### src/rtl/decode_issue_stage.sv
// Decode/issue stage: integer and vector register files with same-cycle writeback bypass,
// per-register pending scoreboard, and a single ID/EX output register with valid/ready handshake.
module decode_issue_stage #(
   parameter int REGI_BITS = 4,
   parameter int VECT_BITS = 2,
   parameter int REGI_SIZE = 16,
   parameter int ELEM_SIZE = 8,
   parameter int VECT_SIZE = 8,
   parameter int CTRL_W    = 32
) (
   input  logic                              clk,
   input  logic                              rst,
   input  logic                              in_valid,
   output logic                              in_ready,
   input  logic [CTRL_W-1:0]                 in_ctrl,
   input  logic [2*REGI_BITS-1:0]            in_isrc,
   input  logic [2*VECT_BITS-1:0]            in_vsrc,
   input  logic [3:0]                        in_use,
   input  logic [REGI_BITS-1:0]              in_idst,
   input  logic [VECT_BITS-1:0]              in_vdst,
   input  logic [1:0]                        in_wr,
   input  logic [REGI_SIZE-1:0]              pc_i,
   input  logic                              int_we,
   input  logic [REGI_BITS-1:0]              int_wa,
   input  logic [REGI_SIZE-1:0]              int_wd,
   input  logic                              vec_we,
   input  logic [VECT_BITS-1:0]              vec_wa,
   input  logic [ELEM_SIZE*VECT_SIZE-1:0]    vec_wd,
   input  logic                              flush,
   output logic                              out_valid,
   input  logic                              out_ready,
   output logic [CTRL_W-1:0]                 out_ctrl,
   output logic [2*REGI_SIZE-1:0]            out_ioper,
   output logic [2*ELEM_SIZE*VECT_SIZE-1:0]  out_voper,
   output logic [REGI_BITS-1:0]              out_idst,
   output logic [VECT_BITS-1:0]              out_vdst,
   output logic [1:0]                        out_wr
);

   localparam int VW = ELEM_SIZE * VECT_SIZE;
   localparam int NI = 2 ** REGI_BITS;
   localparam int NV = 2 ** VECT_BITS;
   localparam logic [REGI_BITS-1:0] PC_IDX = '1;

   // The top integer index is the PC and has no storage.
   logic [REGI_SIZE-1:0]       r_irf [NI-1];
   logic [VW-1:0]              r_vrf [NV];
   logic [NI-1:0]              r_ipend;
   logic [NV-1:0]              r_vpend;

   logic                       r_out_valid;
   logic [CTRL_W-1:0]          r_out_ctrl;
   logic [2*REGI_SIZE-1:0]     r_out_ioper;
   logic [2*VW-1:0]            r_out_voper;
   logic [REGI_BITS-1:0]       r_out_idst;
   logic [VECT_BITS-1:0]       r_out_vdst;
   logic [1:0]                 r_out_wr;

   logic [REGI_BITS-1:0]       w_isrc [2];
   logic [VECT_BITS-1:0]       w_vsrc [2];
   logic [REGI_SIZE-1:0]       w_iop  [2];
   logic [VW-1:0]              w_vop  [2];
   logic [NI-1:0]              w_iwb_hot;
   logic [NV-1:0]              w_vwb_hot;
   logic [NI-1:0]              w_ipend_eff;
   logic [NV-1:0]              w_vpend_eff;
   logic [NI-1:0]              w_ipend_nxt;
   logic [NV-1:0]              w_vpend_nxt;
   logic                       w_hazard;
   logic                       w_accept;

   assign w_isrc[0] = in_isrc[REGI_BITS-1:0];
   assign w_isrc[1] = in_isrc[2*REGI_BITS-1:REGI_BITS];
   assign w_vsrc[0] = in_vsrc[VECT_BITS-1:0];
   assign w_vsrc[1] = in_vsrc[2*VECT_BITS-1:VECT_BITS];

   always_comb begin
      for (int s = 0; s < 2; s++) begin
         w_iop[s] = '0;
         w_vop[s] = '0;
         if (in_use[s]) begin
            if (w_isrc[s] == PC_IDX)
               w_iop[s] = pc_i;
            else if (int_we && int_wa == w_isrc[s])
               w_iop[s] = int_wd;
            else
               w_iop[s] = r_irf[w_isrc[s]];
         end
         if (in_use[s+2]) begin
            if (vec_we && vec_wa == w_vsrc[s])
               w_vop[s] = vec_wd;
            else
               w_vop[s] = r_vrf[w_vsrc[s]];
         end
      end
   end

   // A register being written back this cycle is no longer a hazard.
   assign w_iwb_hot   = int_we ? ({{(NI-1){1'b0}}, 1'b1} << int_wa) : '0;
   assign w_vwb_hot   = vec_we ? ({{(NV-1){1'b0}}, 1'b1} << vec_wa) : '0;
   assign w_ipend_eff = r_ipend & ~w_iwb_hot;
   assign w_vpend_eff = r_vpend & ~w_vwb_hot;

   assign w_hazard = in_valid & ((in_use[0] & w_ipend_eff[w_isrc[0]]) |
                                 (in_use[1] & w_ipend_eff[w_isrc[1]]) |
                                 (in_use[2] & w_vpend_eff[w_vsrc[0]]) |
                                 (in_use[3] & w_vpend_eff[w_vsrc[1]]) |
                                 (in_wr[0]  & w_ipend_eff[in_idst])   |
                                 (in_wr[1]  & w_vpend_eff[in_vdst]));

   assign in_ready = ~w_hazard & ~flush & (~r_out_valid | out_ready);
   assign w_accept = in_valid & in_ready;

   always_comb begin
      w_ipend_nxt = w_ipend_eff;
      w_vpend_nxt = w_vpend_eff;
      if (flush && r_out_valid) begin
         if (r_out_wr[0]) w_ipend_nxt[r_out_idst] = 1'b0;
         if (r_out_wr[1]) w_vpend_nxt[r_out_vdst] = 1'b0;
      end
      if (w_accept) begin
         if (in_wr[0] && in_idst != PC_IDX) w_ipend_nxt[in_idst] = 1'b1;
         if (in_wr[1])                      w_vpend_nxt[in_vdst] = 1'b1;
      end
   end

   always_ff @(posedge clk or negedge rst) begin
      if (!rst) begin
         for (int i = 0; i < NI-1; i++) r_irf[i] <= '0;
         for (int i = 0; i < NV; i++)   r_vrf[i] <= '0;
         r_ipend     <= '0;
         r_vpend     <= '0;
         r_out_valid <= 1'b0;
         r_out_ctrl  <= '0;
         r_out_ioper <= '0;
         r_out_voper <= '0;
         r_out_idst  <= '0;
         r_out_vdst  <= '0;
         r_out_wr    <= '0;
      end else begin
         for (int i = 0; i < NI-1; i++)
            if (int_we && int_wa == REGI_BITS'(i)) r_irf[i] <= int_wd;
         for (int i = 0; i < NV; i++)
            if (vec_we && vec_wa == VECT_BITS'(i)) r_vrf[i] <= vec_wd;
         r_ipend <= w_ipend_nxt;
         r_vpend <= w_vpend_nxt;
         if (w_accept) begin
            r_out_valid <= 1'b1;
            r_out_ctrl  <= in_ctrl;
            r_out_ioper <= {w_iop[1], w_iop[0]};
            r_out_voper <= {w_vop[1], w_vop[0]};
            r_out_idst  <= in_idst;
            r_out_vdst  <= in_vdst;
            r_out_wr    <= in_wr;
         end else if (flush || out_ready) begin
            r_out_valid <= 1'b0;
         end
      end
   end

   assign out_valid = r_out_valid;
   assign out_ctrl  = r_out_ctrl;
   assign out_ioper = r_out_ioper;
   assign out_voper = r_out_voper;
   assign out_idst  = r_out_idst;
   assign out_vdst  = r_out_vdst;
   assign out_wr    = r_out_wr;

endmodule

### config.mk
export PLATFORM = sky130hd
export DESIGN_NAME = decode_issue_stage
export DESIGN_NICKNAME = d
export VERILOG_FILES = /design/src/rtl/decode_issue_stage.sv
export SDC_FILE = /design/constraint.sdc
export NUM_CORES = 1
export LEC_CHECK = 0
export BUFFER_PORTS_ARGS = -buffer_cell sky130_fd_sc_hd__buf_2
export CAP_MARGIN = 30
export CORE_MARGIN = 4
export CORE_UTILIZATION = 35
export CTS_CLUSTER_SIZE = 24
export DETAILED_ROUTE_END_ITERATION = 7
export PLACE_DENSITY_LB_ADDON = 0.15
export SETUP_SLACK_MARGIN = 0.1
export SLEW_MARGIN = 5
export SYNTH_ARGS = -nofsm -noshare
export SYNTH_HDL_FRONTEND = slang
export SYNTH_SLANG_ARGS = --single-unit
export TNS_END_PERCENT = 1
### constraint.sdc
create_clock -name clk -period 4.81 [get_ports clk]
set_input_delay 0.2405 -clock clk [delete_from_list [all_inputs] [get_ports clk]]
set_output_delay 0.2405 -clock clk [all_outputs]
set_load 0.02 [all_outputs]
# Yosys cells after proc, flatten, opt, wreduce, memory -nomap -nowiden
# Index checks and enable logic that the tools add are counted.
[op_classes]
bitwise_logic = 33
n_reduce_logical = 33
add_sub_neg = 0
magnitude_cmp = 16
div = 0
multipliers = 0
shifts = 2
mux = 54
n_eq_ne = 24
[op_table]
columns = ["operator", "count"]
rows = [
  ["64-bit two-way mux", 8],
  ["64-bit binary-select mux with 2-bit select", 2],
  ["16-bit two-way mux", 15],
  ["16-bit binary-select mux with 4-bit select", 2],
  ["4-bit equality test (second input constant)", 9],
  ["16-bit AND", 2],
  ["16-bit inverter", 2],
  ["1-bit logical AND", 29],
  ["4-bit by 5-bit less-than comparator with 1-bit output (second input constant)", 4],
  ["4-bit two-way mux", 5],
  ["4-bit by 3-bit equality test with 1-bit output (second input constant)", 4],
  ["16-bit bitwise OR", 1],
  ["1-bit by 4-bit << shifter with 16-bit output (first input constant)", 1],
  ["1-bit binary-select mux with 4-bit select", 3],
  ["2-bit by 3-bit less-than comparator with 1-bit output (second input constant)", 4],
  ["1-bit two-way mux", 12],
  ["1-bit AND", 10],
  ["5-bit >= comparator (second input constant)", 2],
  ["4-bit inverter with 5-bit output", 2],
  ["4-bit AND", 2],
  ["1-bit demux with 4-bit select", 2],
  ["4-bit by 2-bit equality test with 1-bit output (second input constant)", 2],
  ["4-bit equality test", 2],
  ["4-bit by 1-bit >= comparator with 1-bit output (second input constant)", 2],
  ["19 further kinds", 35],
]
[totals]
memories = 0
romBits = 0
latchBits = 0
output_inout_bits = 202
ff_bits = 717
word_cells = 190
mem_bits_rw = 0

# Depth between registers and ports, before layout
[depth]
ltp_word = 18
depth_mapped = 11
mapped_depth_nobuf = 7

# Worst setup path before layout
# No wires, ideal clock.
[synth_path]
path_type = "input -> register"
from = "input in_isrc[1]"
to = "register r_out_ioper[6] (netlist: out_ioper[6])"
setup_time_ps = 128
slack_ps = 2097
path_stages = 9
arrival_ps = 2585
required_time_ps = 4682
path_cell_list = "clkbuf_1 buf_1 buf_1 mux2i_1 o2bb2ai_1 mux4_2 mux2i_1 a21oi_1 mux2_1"
[synth_via]
elab_chain_cells = 13
elab_cells_between_ends = 23
cone_classes = "2 x eq/ne; 8 x mux; 12 x bitwise; 1 x reduce/logical"
[synth_rtl]
columns = ["item", "line_no", "source"]
rows = [
  ["start, declared", "16", "input logic [2*REGI_BITS-1:0] in_isrc,"],
  ["1-bit binary-select mux with 4-bit select", "104", "assign w_hazard = in_valid & ((in_use[0] & w_ipend_eff[w_isrc[0]]) |"],
  ["1-bit two-way mux (implied by the code)", "104", ""],
  ["1-bit AND", "104", ""],
  ["1-bit bitwise OR", "104", ""],
  ["1-bit bitwise OR", "105", "(in_use[1] & w_ipend_eff[w_isrc[1]]) |"],
  ["1-bit bitwise OR", "106", "(in_use[2] & w_vpend_eff[w_vsrc[0]]) |"],
  ["1-bit bitwise OR", "107", "(in_use[3] & w_vpend_eff[w_vsrc[1]]) |"],
  ["1-bit bitwise OR", "108", "(in_wr[0] & w_ipend_eff[in_idst]) |"],
  ["1-bit AND", "104", ""],
  ["1-bit inverter", "111", "assign in_ready = ~w_hazard & ~flush & (~r_out_valid | out_ready);"],
  ["1-bit AND (2 in a row)", "111", ""],
  ["1-bit AND", "112", "assign w_accept = in_valid & in_ready;"],
  ["end signal, assigned", "150", "r_out_ioper <= {w_iop[1], w_iop[0]};"],
  ["end, declared", "53", "logic [2*REGI_SIZE-1:0] r_out_ioper;"],
]
# Parallel ways exist; a longest one is shown, timed or not. The select of a mux whose other input is x is not followed.
# A chain may end at the register's enable or synchronous reset.

# Final worst setup path
[layout_path]
from = "input in_vdst[1]"
to = "register r_ipend[14]"
[layout_via]
elab_chain_cells = 10
[layout_rtl]
columns = ["item", "line_no", "source"]
rows = [
  ["start, declared", "20", "input logic [VECT_BITS-1:0] in_vdst,"],
  ["1-bit binary-select mux with 2-bit select", "109", "(in_wr[1] & w_vpend_eff[in_vdst]));"],
  ["1-bit two-way mux (implied by the code)", "109", ""],
  ["1-bit AND", "109", ""],
  ["1-bit bitwise OR", "108", ""],
  ["1-bit AND", "104", ""],
  ["1-bit inverter", "111", ""],
  ["1-bit AND (2 in a row)", "111", ""],
  ["1-bit AND", "112", ""],
  ["16-bit two-way mux", "121", "if (w_accept) begin"],
  ["net w_ipend_nxt[14]", "67", "logic [NI-1:0] w_ipend_nxt;"],
  ["end signal, assigned", "145", "r_ipend <= w_ipend_nxt;"],
  ["end, declared", "48", "logic [NI-1:0] r_ipend;"],
]
# The timed path passes the listed nets, and every way through them passes these cells. The select of a mux whose other input is x is not followed.

==> impl_metrics.prom <==
# TYPE chip_impl_metric gauge
chip_impl_metric{name="fin_setup_tns",unit="ps"} 0
chip_impl_metric{name="rrSetupSlack",unit="ps"} 1130
chip_impl_metric{name="drv.max_cap_violation_count",unit=""} 0
chip_impl_metric{name="detail_route.first_pass.iterations",unit=""} 5
chip_impl_metric{name="critPathMaxStageDelay",unit="ps"} 570
chip_impl_metric{name="worst_ep_required_time",unit="ps"} 5380
chip_impl_metric{name="static-leakage-power",unit="nW"} 19.34
chip_impl_metric{name="htreeDepth",unit=""} 3
chip_impl_metric{name="count_of_buffers_inserted_at_the_top_level_ports",unit=""} 366
chip_impl_metric{name="clkLatencyLatePin",unit="ps"} 650
chip_impl_metric{name="timing.final.crit_period",unit="ps"} 3716
chip_impl_info{name="crit_slowest_cell",value="dlygate4sd3_1"} 1
chip_impl_metric{name="crit_arrival",unit="ps"} 4290
chip_impl_metric{name="number_of_enable_flip_flop_cells_after_synthesis",unit=""} 0
chip_impl_metric{name="setup-violations-final",unit=""} 0
chip_impl_metric{name="fp.dieArea",unit="mm2"} 0.1119
chip_impl_metric{name="avgSynthCellArea",unit="um2"} 13.87
chip_impl_info{name="yosys-top-cells-count",value="dfrtp_1 (717), mux2_2 (517), nand2_1 (272)"} 1
chip_impl_metric{name="part_of_the_yosys_area_used_for_sequential_elements",unit="%"} 48.09
chip_impl_info{name="cell_family_contributing_the_most_delay_on_the_critical_path",value="buffers and inverters"} 1
chip_impl_metric{name="hold_depth",unit=""} 4
chip_impl_metric{name="area_growth_syn_to_layout",unit="%"} 20.36
chip_impl_metric{name="critPathBufInv",unit=""} 5
chip_impl_metric{name="design_power_total",unit="mW"} 20.78
chip_impl_metric{name="route.antenna.remaining_nets",unit=""} 0
chip_impl_metric{name="synth_fp_nets",unit=""} 2855
chip_impl_metric{name="fmax",unit="MHz"} 269.1
chip_impl_info{name="timing.hold.worst.start",value="pc_i[8]"} 1
chip_impl_info{name="cp_cell_sequence",value="dlygate4sd3_1, buf_2, mux2i_1, a311oi_1, o21ai_0, nor4bb_1, nand4_1, nor4_4, buf_12, buf_4, a41o_1, dlygate4sd3_1"} 1
chip_impl_info{name="timing_worst_setup_path_type",value="in2reg"} 1
chip_impl_metric{name="post_dp_cell_area",unit="mm2"} 0.04074
chip_impl_metric{name="cts_buffers",unit=""} 87
chip_impl_metric{name="synth.ff_latch_count",unit=""} 717
chip_impl_metric{name="synth.mux.area_fraction",unit="%"} 38.51
chip_impl_info{name="min_path_type",value="in2reg"} 1
chip_impl_info{name="worst_r2r_endpoint",value="r_ipend[14]$_DFF_PN0_"} 1
chip_impl_metric{name="worst-slew-pin-transition",unit="ps"} 1004
chip_impl_metric{name="nets",unit=""} 3263
chip_impl_metric{name="globalRoute.totalOverflow",unit=""} 0
chip_impl_metric{name="post-route-period-util",unit="%"} 77.26
chip_impl_metric{name="cts.path.max_buffers",unit=""} 3
chip_impl_metric{name="cp.depth",unit=""} 12
chip_impl_metric{name="ioPinCount",unit=""} 367
chip_impl_metric{name="synth_top_cell_area_share",unit="%"} 48.09
chip_impl_metric{name="synth_adder_area_share",unit="%"} 0
chip_impl_metric{name="yosysUniqueCellTypes",unit=""} 55
chip_impl_metric{name="dp.final_hpwl",unit="um"} 72920
chip_impl_metric{name="groute.layer.met3.usage",unit="%"} 4.294
chip_impl_metric{name="clock_edge_transition_at_the_registers_on_the_reported_setup_and_hold_paths",unit="ps"} 60
chip_impl_metric{name="count_of_final_max_slew_check_failures",unit=""} 0
chip_impl_metric{name="synth_compound_gate_area_share",unit="%"} 6.164
chip_impl_metric{name="post-cts-setup-buffer-count",unit=""} 0
chip_impl_metric{name="post_cts_hold_buffer_count",unit=""} 118
chip_impl_metric{name="fp.coreArea",unit="mm2"} 0.1056
chip_impl_metric{name="synth-xor-area-share",unit="%"} 0.3521
chip_impl_metric{name="grt_usage",unit="%"} 20.97
chip_impl_metric{name="pin_count_of_the_biggest_net_entering_global_routing",unit=""} 134
chip_impl_metric{name="synth_cells",unit=""} 2690
chip_impl_metric{name="die_width",unit="um"} 334.5
chip_impl_metric{name="drt-wirelength-per-cell",unit="um"} 26.01
chip_impl_metric{name="relSlewSlack",unit="%"} 33.01
chip_impl_metric{name="combined_area_of_all_synthesized_cells",unit="mm2"} 0.03731
chip_impl_metric{name="drt_wl_total",unit="um"} 118900
chip_impl_info{name="worst_r2r_startpoint",value="r_vpend[3]$_DFF_PN0_"} 1
chip_impl_info{name="min_delay_worst_endpoint",value="out_ioper[8]$_DFFE_PN0P_"} 1
chip_impl_metric{name="chipHeight",unit="um"} 334.5
chip_impl_info{name="cts_tree",value="done"} 1
chip_impl_info{name="status",value="finished clean"} 1
chip_impl_metric{name="grt_met2_use",unit="%"} 35.69
chip_impl_metric{name="ys_warn_count",unit=""} 0
chip_impl_metric{name="highest_fanout_seen_on_the_critical_path",unit=""} 54
chip_impl_metric{name="route.vias.total",unit=""} 25332
chip_impl_metric{name="grtUsageMet1",unit="%"} 27.34
chip_impl_metric{name="drive_above_1_share",unit="%"} 43.37
chip_impl_info{name="timing.critical_path.mode_cell",value="dlygate4sd3_1"} 1
chip_impl_metric{name="drt_iter0_drc",unit=""} 1571
chip_impl_metric{name="r2r_worst_path_depth",unit=""} 10
chip_impl_info{name="root_buffer",value="clkbuf_16"} 1
chip_impl_metric{name="place_congestion",unit=""} 0.8316
chip_impl_info{name="synth.area.top_cells",value="dfrtp_1 (48%), mux2_2 (16%), mux4_2 (16%)"} 1
chip_impl_metric{name="fin_worst_skew",unit="ps"} 26.19
chip_impl_info{name="synth_top_cell_by_area",value="dfrtp_1"} 1
chip_impl_info{name="unrepaired_setup_endpoints_after_global_routing",value="false"} 1
chip_impl_metric{name="drt-vias-per-instance",unit=""} 5.542
chip_impl_info{name="end_kind",value="flip-flop"} 1
chip_impl_metric{name="detail_route.drc_violations",unit=""} 0
chip_impl_metric{name="first_global_vias",unit=""} 27513
chip_impl_info{name="synthMostInstantiatedCell",value="dfrtp_1"} 1
chip_impl_metric{name="rows",unit=""} 119
chip_impl_metric{name="wire_length_of_the_first_global_routing_pass",unit="um"} 179000
chip_impl_info{name="busiest_layer",value="met2"} 1
chip_impl_metric{name="grt_antenna_before_repair",unit=""} 20
chip_impl_metric{name="hold_viol_final",unit=""} 0
chip_impl_metric{name="simple_gate_share_of_the_synthesized_area",unit="%"} 4.179
chip_impl_metric{name="fin_area",unit="mm2"} 0.04490
chip_impl_metric{name="peakVddDrop",unit="mV"} 0.3320
chip_impl_metric{name="clkSinkCount",unit=""} 717
chip_impl_info{name="synth_ff_type",value="dfrtp_1"} 1
chip_impl_metric{name="final_cell_utilization_of_the_core",unit="%"} 42.54
chip_impl_metric{name="async_flop_share",unit="%"} 100.0
chip_impl_metric{name="power_per_cell_area",unit="mW/mm2"} 462.8
chip_impl_metric{name="n_fill_cell",unit=""} 9674
chip_impl_metric{name="initial_core_util",unit="%"} 35.34
chip_impl_metric{name="postCtsResizedCells",unit=""} 0
chip_impl_info{name="cp-start-kind",value="primary input"} 1
chip_impl_info{name="synth_top_family_by_area",value="multiplexers"} 1
==> cells in the final DEF (no fill, tap or decap), types with 13 or more instances in the layout <==
| master | count |
|---|---|
| dfrtp_1 | 717 |
| mux2_2 | 517 |
| buf_2 | 359 |
| nand2_1 | 272 |
| mux4_2 | 257 |
| mux2_1 | 180 |
| a21boi_0 | 128 |
| dlygate4sd3_1 | 118 |
| clkbuf_16 | 89 |
| mux2i_1 | 73 |
| buf_4 | 55 |
| a21oi_1 | 48 |
| o21ai_0 | 45 |
| o2bb2ai_1 | 34 |
| clkinv_2 | 22 |
| o211ai_1 | 19 |
| clkbuf_1 | 17 |
| clkbuf_8 | 15 |
| nor2_1 | 13 |
| buf_12 | 13 |
==> area by class of cell <==
class	count	area [um2]	area share (%)
multi-input combinational	1730	18470	41.12
clock buffer	121	2497	5.562
antenna	12	30.03	0.06687
tap	1391	1740	3.876
timing repair buffer	549	3749	8.348
clock inverter	38	430.4	0.9585
inverter	13	48.80	0.1087
sequential	717	17940	39.96
==> worst max-delay path by stage <==
stage	from	slack, ps	to
2_1_floorplan	in_isrc[1]	2100	out_ioper[6]$_DFFE_PN0P_
3_3_place_gp	vec_we	1100	out_ioper[10]$_DFFE_PN0P_
3_5_place_dp	vec_we	920	out_ctrl[0]$_DFFE_PN0P_
4_1_cts	in_vdst[1]	1040	r_ipend[14]$_DFF_PN0_
5_1_grt	in_vdst[1]	840	r_ipend[14]$_DFF_PN0_
6_report	in_vdst[1]	1090	r_ipend[14]$_DFF_PN0_
==> sequential cells by signal, indices dropped and copies added (netlist names) <==
signal     flops
out_ctrl      32
out_vdst       2
out_idst       4
out_ioper     32
r_ipend       16
r_irf        240
r_vpend        4
r_vrf        256
out_valid      1
out_wr         2
out_voper    128
==> logic make-up after synthesis <==
kind of cell,count (synthesis)
AO/OA/AOI/OAI,327
flip-flops,717
multiplexers,1027
buffers and inverters,243
XOR/XNOR,15
AND/OR/NAND/NOR,361
==> layer usage <==
| metal | routed length, um | vias to the layer above |
|---|---|---|
| li1 | - | 10951 |
| met1 | 50030 | 13398 |
| met2 | 58630 | 784 |
| met3 | 7298 | 191 |
| met4 | 2866 | 8 |
| met5 | 55 | - |
==> tightest hold or removal path, stage by stage <==
cell and delay [ps]:
buf_2 90, o21ai_0 70, a21oi_1 110, mux2_1 130
==> through the flow <==
stage | setup slack, ps | hold slack [ps] | std cells
floorplan | 2097 | -55.09 | 2690
CTS | 1038 | 0.3880 | 4558
detailed placement | 919.2 | 403.5 | 4281
finish | 1094 | 50.41 | 4571
global route | 835.1 | 65.10 | 4562
global placement | 1105 | 381.8 | 4278
==> power by group <==
group	leakage, nW	internal (mW)	switching (mW)
Sequential	8.82	7.54	1.02
Combinational	9.07	2.70	2.75
Clock	1.45	4.05	2.71
Total	19.3	14.3	6.48
Power figures use the tool's default switching activity.
